===== config.mk =====
export PLATFORM = sky130hd
export DESIGN_NAME = memory
export DESIGN_NICKNAME = d
export VERILOG_FILES = /design/src/rtl/memory.sv
export SDC_FILE = /design/constraint.sdc
export NUM_CORES = 1
export LEC_CHECK = 0
export ABC_CLOCK_PERIOD_IN_PS = 14200
export BUFFER_PORTS_ARGS = -buffer_cell sky130_fd_sc_hd__buf_2
export CAP_MARGIN = 20
export CORE_AREA = 5 5 259 261
export DETAILED_ROUTE_END_ITERATION = 10
export DIE_AREA = 0 0 264 266
export PLACE_DENSITY = 0.47
export SLEW_MARGIN = 20
export SYNTH_ARGS = -nofsm -noshare
export SYNTH_HDL_FRONTEND = slang
export SYNTH_SLANG_ARGS = --single-unit

===== constraint.sdc =====
create_clock -name clk -period 14.2 [get_ports clk]
set_input_delay 2.84 -clock clk [delete_from_list [all_inputs] [get_ports clk]]
set_output_delay 2.84 -clock clk [all_outputs]
set_load 0.02 [all_outputs]

===== src/rtl/memory.sv =====
// Memory-access stage: one instruction per cycle from execute, one data-bus
// transaction per load/store, registered result toward writeback.
// Optional feature: define MEM_MISALIGN_TRAP_EN to trap misaligned accesses
// (no bus transaction, error=1) instead of issuing them with a truncated strobe.
module memory (
  input  logic        clk,
  input  logic        reset,
  // execute -> memory
  input  logic        dataE_valid,
  input  logic [63:0] dataE_pc,
  input  logic [31:0] dataE_instr,
  input  logic [4:0]  dataE_dst,
  input  logic        dataE_memread,
  input  logic        dataE_memwrite,
  input  logic [1:0]  dataE_msize,
  input  logic        dataE_mem_unsigned,
  input  logic [63:0] dataE_result,
  input  logic [63:0] dataE_srcb,
  // memory -> writeback
  output logic        dataM_valid,
  output logic [63:0] dataM_pc,
  output logic [31:0] dataM_instr,
  output logic        dataM_memread,
  output logic        dataM_memwrite,
  output logic [1:0]  dataM_msize,
  output logic        dataM_mem_unsigned,
  output logic [4:0]  dataM_dst,
  output logic [63:0] dataM_result,
  output logic [63:0] dataM_memaddr,
  output logic        dataM_error,
  output logic        stallM,
  // data bus
  output logic        dreq_valid,
  output logic [63:0] dreq_addr,
  output logic [2:0]  dreq_size,
  output logic [7:0]  dreq_strobe,
  output logic [63:0] dreq_data,
  input  logic        dresp_addr_ok,
  input  logic        dresp_data_ok,
  input  logic [63:0] dresp_data
);

  typedef enum logic {IDLE, BUSY} state_e;

  state_e      state_q, state_d;
  logic        m_valid_q, m_valid_d;
  logic [63:0] m_pc_q, m_pc_d;
  logic [31:0] m_instr_q, m_instr_d;
  logic        m_memread_q, m_memread_d;
  logic        m_memwrite_q, m_memwrite_d;
  logic [1:0]  m_msize_q, m_msize_d;
  logic        m_unsigned_q, m_unsigned_d;
  logic [4:0]  m_dst_q, m_dst_d;
  logic [63:0] m_result_q, m_result_d;
  logic [63:0] m_memaddr_q, m_memaddr_d;
  logic        m_error_q, m_error_d;
  logic        rq_valid_q, rq_valid_d;
  logic [63:0] rq_addr_q, rq_addr_d;
  logic [2:0]  rq_size_q, rq_size_d;
  logic [7:0]  rq_strobe_q, rq_strobe_d;
  logic [63:0] rq_data_q, rq_data_d;

  logic        is_mem;
  logic        trap;
  logic [3:0]  nbytes;
  logic [7:0]  st_mask;
  logic [7:0]  st_strobe;
  logic [63:0] st_data;
  logic [63:0] ld_raw;
  logic [63:0] ld_ext;

  // The bus accept handshake carries no information for this stage.
  logic unused_addr_ok;
  assign unused_addr_ok = dresp_addr_ok;

  assign is_mem = dataE_memread | dataE_memwrite;
  assign nbytes = 4'd1 << dataE_msize;

`ifdef MEM_MISALIGN_TRAP_EN
  assign trap = is_mem && ((dataE_result[3:0] & (nbytes - 4'd1)) != 4'd0);
`else
  assign trap = 1'b0;
`endif

  // Store alignment: byte mask and data shifted into the addressed lanes.
  always_comb begin
    st_mask   = 8'hFF >> (4'd8 - nbytes);
    st_strobe = st_mask << dataE_result[2:0];
    st_data   = dataE_srcb << {dataE_result[2:0], 3'b000};
  end

  // Load extraction from the latched request offset/size.
  always_comb begin
    ld_raw = dresp_data >> {rq_addr_q[2:0], 3'b000};
    case (m_msize_q)
      2'd0:    ld_ext = m_unsigned_q ? {56'd0, ld_raw[7:0]}  : {{56{ld_raw[7]}},  ld_raw[7:0]};
      2'd1:    ld_ext = m_unsigned_q ? {48'd0, ld_raw[15:0]} : {{48{ld_raw[15]}}, ld_raw[15:0]};
      2'd2:    ld_ext = m_unsigned_q ? {32'd0, ld_raw[31:0]} : {{32{ld_raw[31]}}, ld_raw[31:0]};
      default: ld_ext = ld_raw;
    endcase
  end

  // Next-state: accept in IDLE, wait for data_ok in BUSY.
  always_comb begin
    state_d      = state_q;
    m_valid_d    = 1'b0;
    m_pc_d       = m_pc_q;
    m_instr_d    = m_instr_q;
    m_memread_d  = m_memread_q;
    m_memwrite_d = m_memwrite_q;
    m_msize_d    = m_msize_q;
    m_unsigned_d = m_unsigned_q;
    m_dst_d      = m_dst_q;
    m_result_d   = m_result_q;
    m_memaddr_d  = m_memaddr_q;
    m_error_d    = m_error_q;
    rq_valid_d   = rq_valid_q;
    rq_addr_d    = rq_addr_q;
    rq_size_d    = rq_size_q;
    rq_strobe_d  = rq_strobe_q;
    rq_data_d    = rq_data_q;
    case (state_q)
      IDLE: begin
        if (dataE_valid) begin
          m_pc_d       = dataE_pc;
          m_instr_d    = dataE_instr;
          m_memread_d  = dataE_memread;
          m_memwrite_d = dataE_memwrite;
          m_msize_d    = dataE_msize;
          m_unsigned_d = dataE_mem_unsigned;
          m_dst_d      = dataE_dst;
          m_result_d   = dataE_result;
          m_memaddr_d  = dataE_result;
          m_error_d    = trap;
          if (is_mem && !trap) begin
            state_d     = BUSY;
            rq_valid_d  = 1'b1;
            rq_addr_d   = dataE_result;
            rq_size_d   = {1'b0, dataE_msize};
            rq_strobe_d = dataE_memwrite ? st_strobe : 8'd0;
            rq_data_d   = dataE_memwrite ? st_data : 64'd0;
          end else begin
            m_valid_d = 1'b1;
          end
        end
      end
      BUSY: begin
        if (dresp_data_ok) begin
          state_d    = IDLE;
          rq_valid_d = 1'b0;
          m_valid_d  = 1'b1;
          if (m_memread_q) m_result_d = ld_ext;
        end
      end
      default: state_d = IDLE;
    endcase
  end

  // State, output and request registers; reset drops everything at once.
  always_ff @(posedge clk or posedge reset) begin
    if (reset) begin
      state_q      <= IDLE;
      m_valid_q    <= 1'b0;
      m_pc_q       <= 64'd0;
      m_instr_q    <= 32'd0;
      m_memread_q  <= 1'b0;
      m_memwrite_q <= 1'b0;
      m_msize_q    <= 2'd0;
      m_unsigned_q <= 1'b0;
      m_dst_q      <= 5'd0;
      m_result_q   <= 64'd0;
      m_memaddr_q  <= 64'd0;
      m_error_q    <= 1'b0;
      rq_valid_q   <= 1'b0;
      rq_addr_q    <= 64'd0;
      rq_size_q    <= 3'd0;
      rq_strobe_q  <= 8'd0;
      rq_data_q    <= 64'd0;
    end else begin
      state_q      <= state_d;
      m_valid_q    <= m_valid_d;
      m_pc_q       <= m_pc_d;
      m_instr_q    <= m_instr_d;
      m_memread_q  <= m_memread_d;
      m_memwrite_q <= m_memwrite_d;
      m_msize_q    <= m_msize_d;
      m_unsigned_q <= m_unsigned_d;
      m_dst_q      <= m_dst_d;
      m_result_q   <= m_result_d;
      m_memaddr_q  <= m_memaddr_d;
      m_error_q    <= m_error_d;
      rq_valid_q   <= rq_valid_d;
      rq_addr_q    <= rq_addr_d;
      rq_size_q    <= rq_size_d;
      rq_strobe_q  <= rq_strobe_d;
      rq_data_q    <= rq_data_d;
    end
  end

  assign stallM             = (state_q == BUSY);
  assign dataM_valid        = m_valid_q;
  assign dataM_pc           = m_pc_q;
  assign dataM_instr        = m_instr_q;
  assign dataM_memread      = m_memread_q;
  assign dataM_memwrite     = m_memwrite_q;
  assign dataM_msize        = m_msize_q;
  assign dataM_mem_unsigned = m_unsigned_q;
  assign dataM_dst          = m_dst_q;
  assign dataM_result       = m_result_q;
  assign dataM_memaddr      = m_memaddr_q;
  assign dataM_error        = m_error_q;
  assign dreq_valid         = rq_valid_q;
  assign dreq_addr          = rq_addr_q;
  assign dreq_size          = rq_size_q;
  assign dreq_strobe        = rq_strobe_q;
  assign dreq_data          = rq_data_q;

endmodule


==> reports/qor.csv <==
stage,metric,value,unit
placement,Placer Congestion,0.934,
global_route,grt met3 use,0.0621,
run,max cap viols,0,
sta,final setup TNS,0,ns
global_route,largest net degree at the start of global routing,94,
floorplan,# rows,93,
global_route,Global Route met2 Usage,0.362,
synth,ys async rst share,1.00,
global_route,met1 usage in global routing,0.262,
drt,first-pass detailed-route iteration total,6,
synth,Netlist cell types,44,
clock_tree,clock buffer count from CTS,45,
synth,Mapped Cells,1760,
critical_path,Worst path top cell family by delay,buffers and inverters,
clock_tree,clock buffer depth,3,
global_route,layer with the highest usage,met2,
clock_tree,htree depth,2,
critical_path,crit path cell chain,buf_4 -> buf_4 -> nor2b_1 -> nand2_1 -> o21ai_0 -> a22oi_1 -> nand2_1,
critical_path,Worst Path Required,14.69,ns
sta,Final period util,0.333,
drt,DRT antenna net count,0,
floorplan,die area,70200,um2
sta,number of max-slew violations in the final report,0,
final_layout,Synth-to-Final Area Change,31.8,%
global_route,initial antenna violation count,17,
placement,DP Wirelength,59200,um
floorplan,io pins,680,
synth,Post-synth top flop,dfrtp_1,
sta,slew margin rel.,0.257,
clock_tree,Post-CTS Hold Fix Bufs,0,
critical_path,FF-to-FF setup slack,10.91,ns
sta,final setup vio count,0,
synth,Post-Syn Area per Cell,10.0,um2
drt,DR iter-0 viols,1397,
clock_tree,Post-CTS Setup Bufs,0,
power_and_ir_drop,power per cell area,171,nW/um2
critical_path,CP max-delay cell,nor2b_1,
synth,register area share after synthesis,0.532,
clock_tree,CTS resizes,0,
critical_path,"slowest stage delay, CP",0.77,ns
global_route,vias in the first global route,16400,
power_and_ir_drop,P_leak,11.9,nW
critical_path,crit path kind,primary input to flop,
drt,DR vias,16100,
power_and_ir_drop,Max VDD drop,0.0849,mV
final_layout,layout cells sized above 1,0.383,
placement,# port buffers,676,
critical_path,R2R Path End,dataM_result[61],
final_layout,fin util,0.362,
final_layout,final net count,2679,
sta,Tightest Pin Transition,1.11,ns
clock_tree,clock-pin slew on the worst setup and hold paths,0.05,ns
critical_path,Critical Path Sink,dreq_data[52],
critical_path,CP max FO,36,
floorplan,core area,64200,um2
drt,Avg WL per Cell,24.1,um
synth,"EDFF count, synth",0,
critical_path,CP startpoint,dataE_result[0],
critical_path,worst path arrival time,5.22,ns
critical_path,critical path depth in cells,7,
clock_tree,Worst-Skew Late Latency,0.58,ns
floorplan,die outline height,266,um
clock_tree,clk sinks,375,
synth,Area contributors post-synth,"dfrtp_1 (53%), nand2_1 (14%), mux4_2 (6.0%), mux2_2 (5.8%), mux2i_1 (3.4%)",
critical_path,reg2reg start,dreq_addr[0],
synth,"area leader, netlist",dfrtp_1,
critical_path,startpoint types,primary input,
critical_path,endpoint type of the worst setup path,flop,
sta,Final Critical Period,4.72,ns
outcome,status,finished clean,
clock_tree,Root Buffer,clkbuf_16,
global_route,gr usage total,0.213,
floorplan,Initial Util,0.274,
synth,#FFs+latches synth,375,
clock_tree,CTS tree,built,
synth,Synth Cell Area,17600,um2
floorplan,width of the die,264,um
global_route,GRT overflow,0,
global_route,first-pass GRT wire length,114000,um
sta,skew final,0.0193,ns
drt,Routed Wire Length,79000,um
sta,endpoints failing hold,0,
worst_hold_path,worst hold start,dataM_instr[23],
synth,Yosys top cell area share,0.532,
drt,Vias/cell,4.93,
sta,FMAX,212,MHz
synth,Synth Warn #,0,
sta,unrepaired setup endpoints after global routing,no,
critical_path,crit path buf inv count,2,
drt,# DRC,0,
worst_hold_path,Hold WC Path Type,flop to flop,
critical_path,Reg2Reg Depth,6,
[worst min path at each step]
stage	depth (start not counted)	to
4_1_cts	2	dreq_data[60]
3_3_place_gp	2	dreq_data[44]
5_1_grt	2	dataM_memaddr[16]
2_1_floorplan	2	dreq_valid
6_report	2	dataM_instr[23]
3_5_place_dp	2	dreq_data[40]
[report_power, final]
group          switching [mW]  total [mW]  leakage [nW]  internal [mW]
logic                   0.919        1.37          6.60          0.456
clock network           0.473        1.14         0.689          0.669
registers               0.143        1.45          4.60           1.31
total                    1.53        3.97          11.9           2.44
[kinds of logic (layout without fill, tap and decap cells)]
kind of cell,count (synthesis),count (layout),synth area share
mux,199,199,0.153
other cells,1,15,0.000213
flops,375,375,0.532
simple gates,750,750,0.173
buf+inv,144,787,0.0332
compound gates,291,291,0.108
[cell usage after synthesis (9+ instances only)]
| cell type | count |
|---|---|
| nand2_1 | 646 |
| dfrtp_1 | 375 |
| clkbuf_1 | 104 |
| mux2_2 | 91 |
| o21ai_0 | 85 |
| mux2i_1 | 60 |
| a21oi_1 | 56 |
| mux4_2 | 47 |
| a22oi_1 | 39 |
| or3_1 | 39 |
| a22o_1 | 34 |
| o22ai_1 | 25 |
| nor2_1 | 23 |
| buf_2 | 12 |
| inv_1 | 12 |
| o21a_1 | 10 |
| nand2b_1 | 9 |
| o211ai_1 | 9 |
[metrics by stage]
step | setup slack, ns | hold WS [ns] | power, mW | cells | area [um2]
after floorplan | 0.944 | 0.579 | 2.27 | 1761 | 17600
after CTS | 9.48 | 0.470 | 4.03 | 3259 | 23200
after detailed placement | 8.89 | 0.454 | 2.86 | 3184 | 21800
final | 9.48 | 0.466 | 3.97 | 3272 | 23200
after global routing | 9.31 | 0.481 | 4.18 | 3263 | 23200
after global placement | 8.91 | 0.451 | 2.84 | 3184 | 21800
[registers in the layout, indices dropped and copies added (netlist names)]
register,count
dataM_memaddr,64
dataM_pc,64
dataM_result,64
dreq_addr,64
dreq_data,64
dataM_instr,32
dreq_strobe,8
dataM_dst,5
dataM_msize,2
dreq_size,2
dataM_mem_unsigned,1
dataM_memread,1
dataM_memwrite,1
dataM_valid,1
dreq_valid,1
stallM,1
[worst register-to-register path: cells and delay by family, from the launching register on]
family                 cells  cell delay [ns]
and+or+nand+nor            2             0.87
buffers and inverters      1             0.67
DFF                        1             0.63
muxes                      1             0.49
AOI/OAI and AO/OA          2             0.46
[area by class of cell]
class	instances	area (um2)
inverters	12	52.6
multi-input cells	1242	7690
clock inverters	10	119
repair buffers	700	3570
clock buffers	65	1300
fillers	6728	41000
well taps	855	1070
flip-flops and latches	375	9390
diodes	13	32.5
[layout by cell type, fill, tap and decap left out, types with 34 or more instances in the layout]
cell type | synthesis | layout
mux2_2 | 91 | 91
a22oi_1 | 39 | 39
nand2_1 | 646 | 645
a22o_1 | 34 | 34
mux4_2 | 47 | 47
o21ai_0 | 85 | 85
buf_2 | 12 | 675
clkbuf_16 | 0 | 46
dfrtp_1 | 375 | 373
a21oi_1 | 56 | 56
or3_1 | 39 | 39
mux2i_1 | 60 | 60
[routing by layer]
layer / routed length (um) / up-vias
met2: 39000 / 666
met1: 30800 / 8015
met5: 107 / -
met4: 2760 / 16
li1: - / 7307
met3: 6370 / 123
Note: power is estimated with default switching activity, not from simulation.
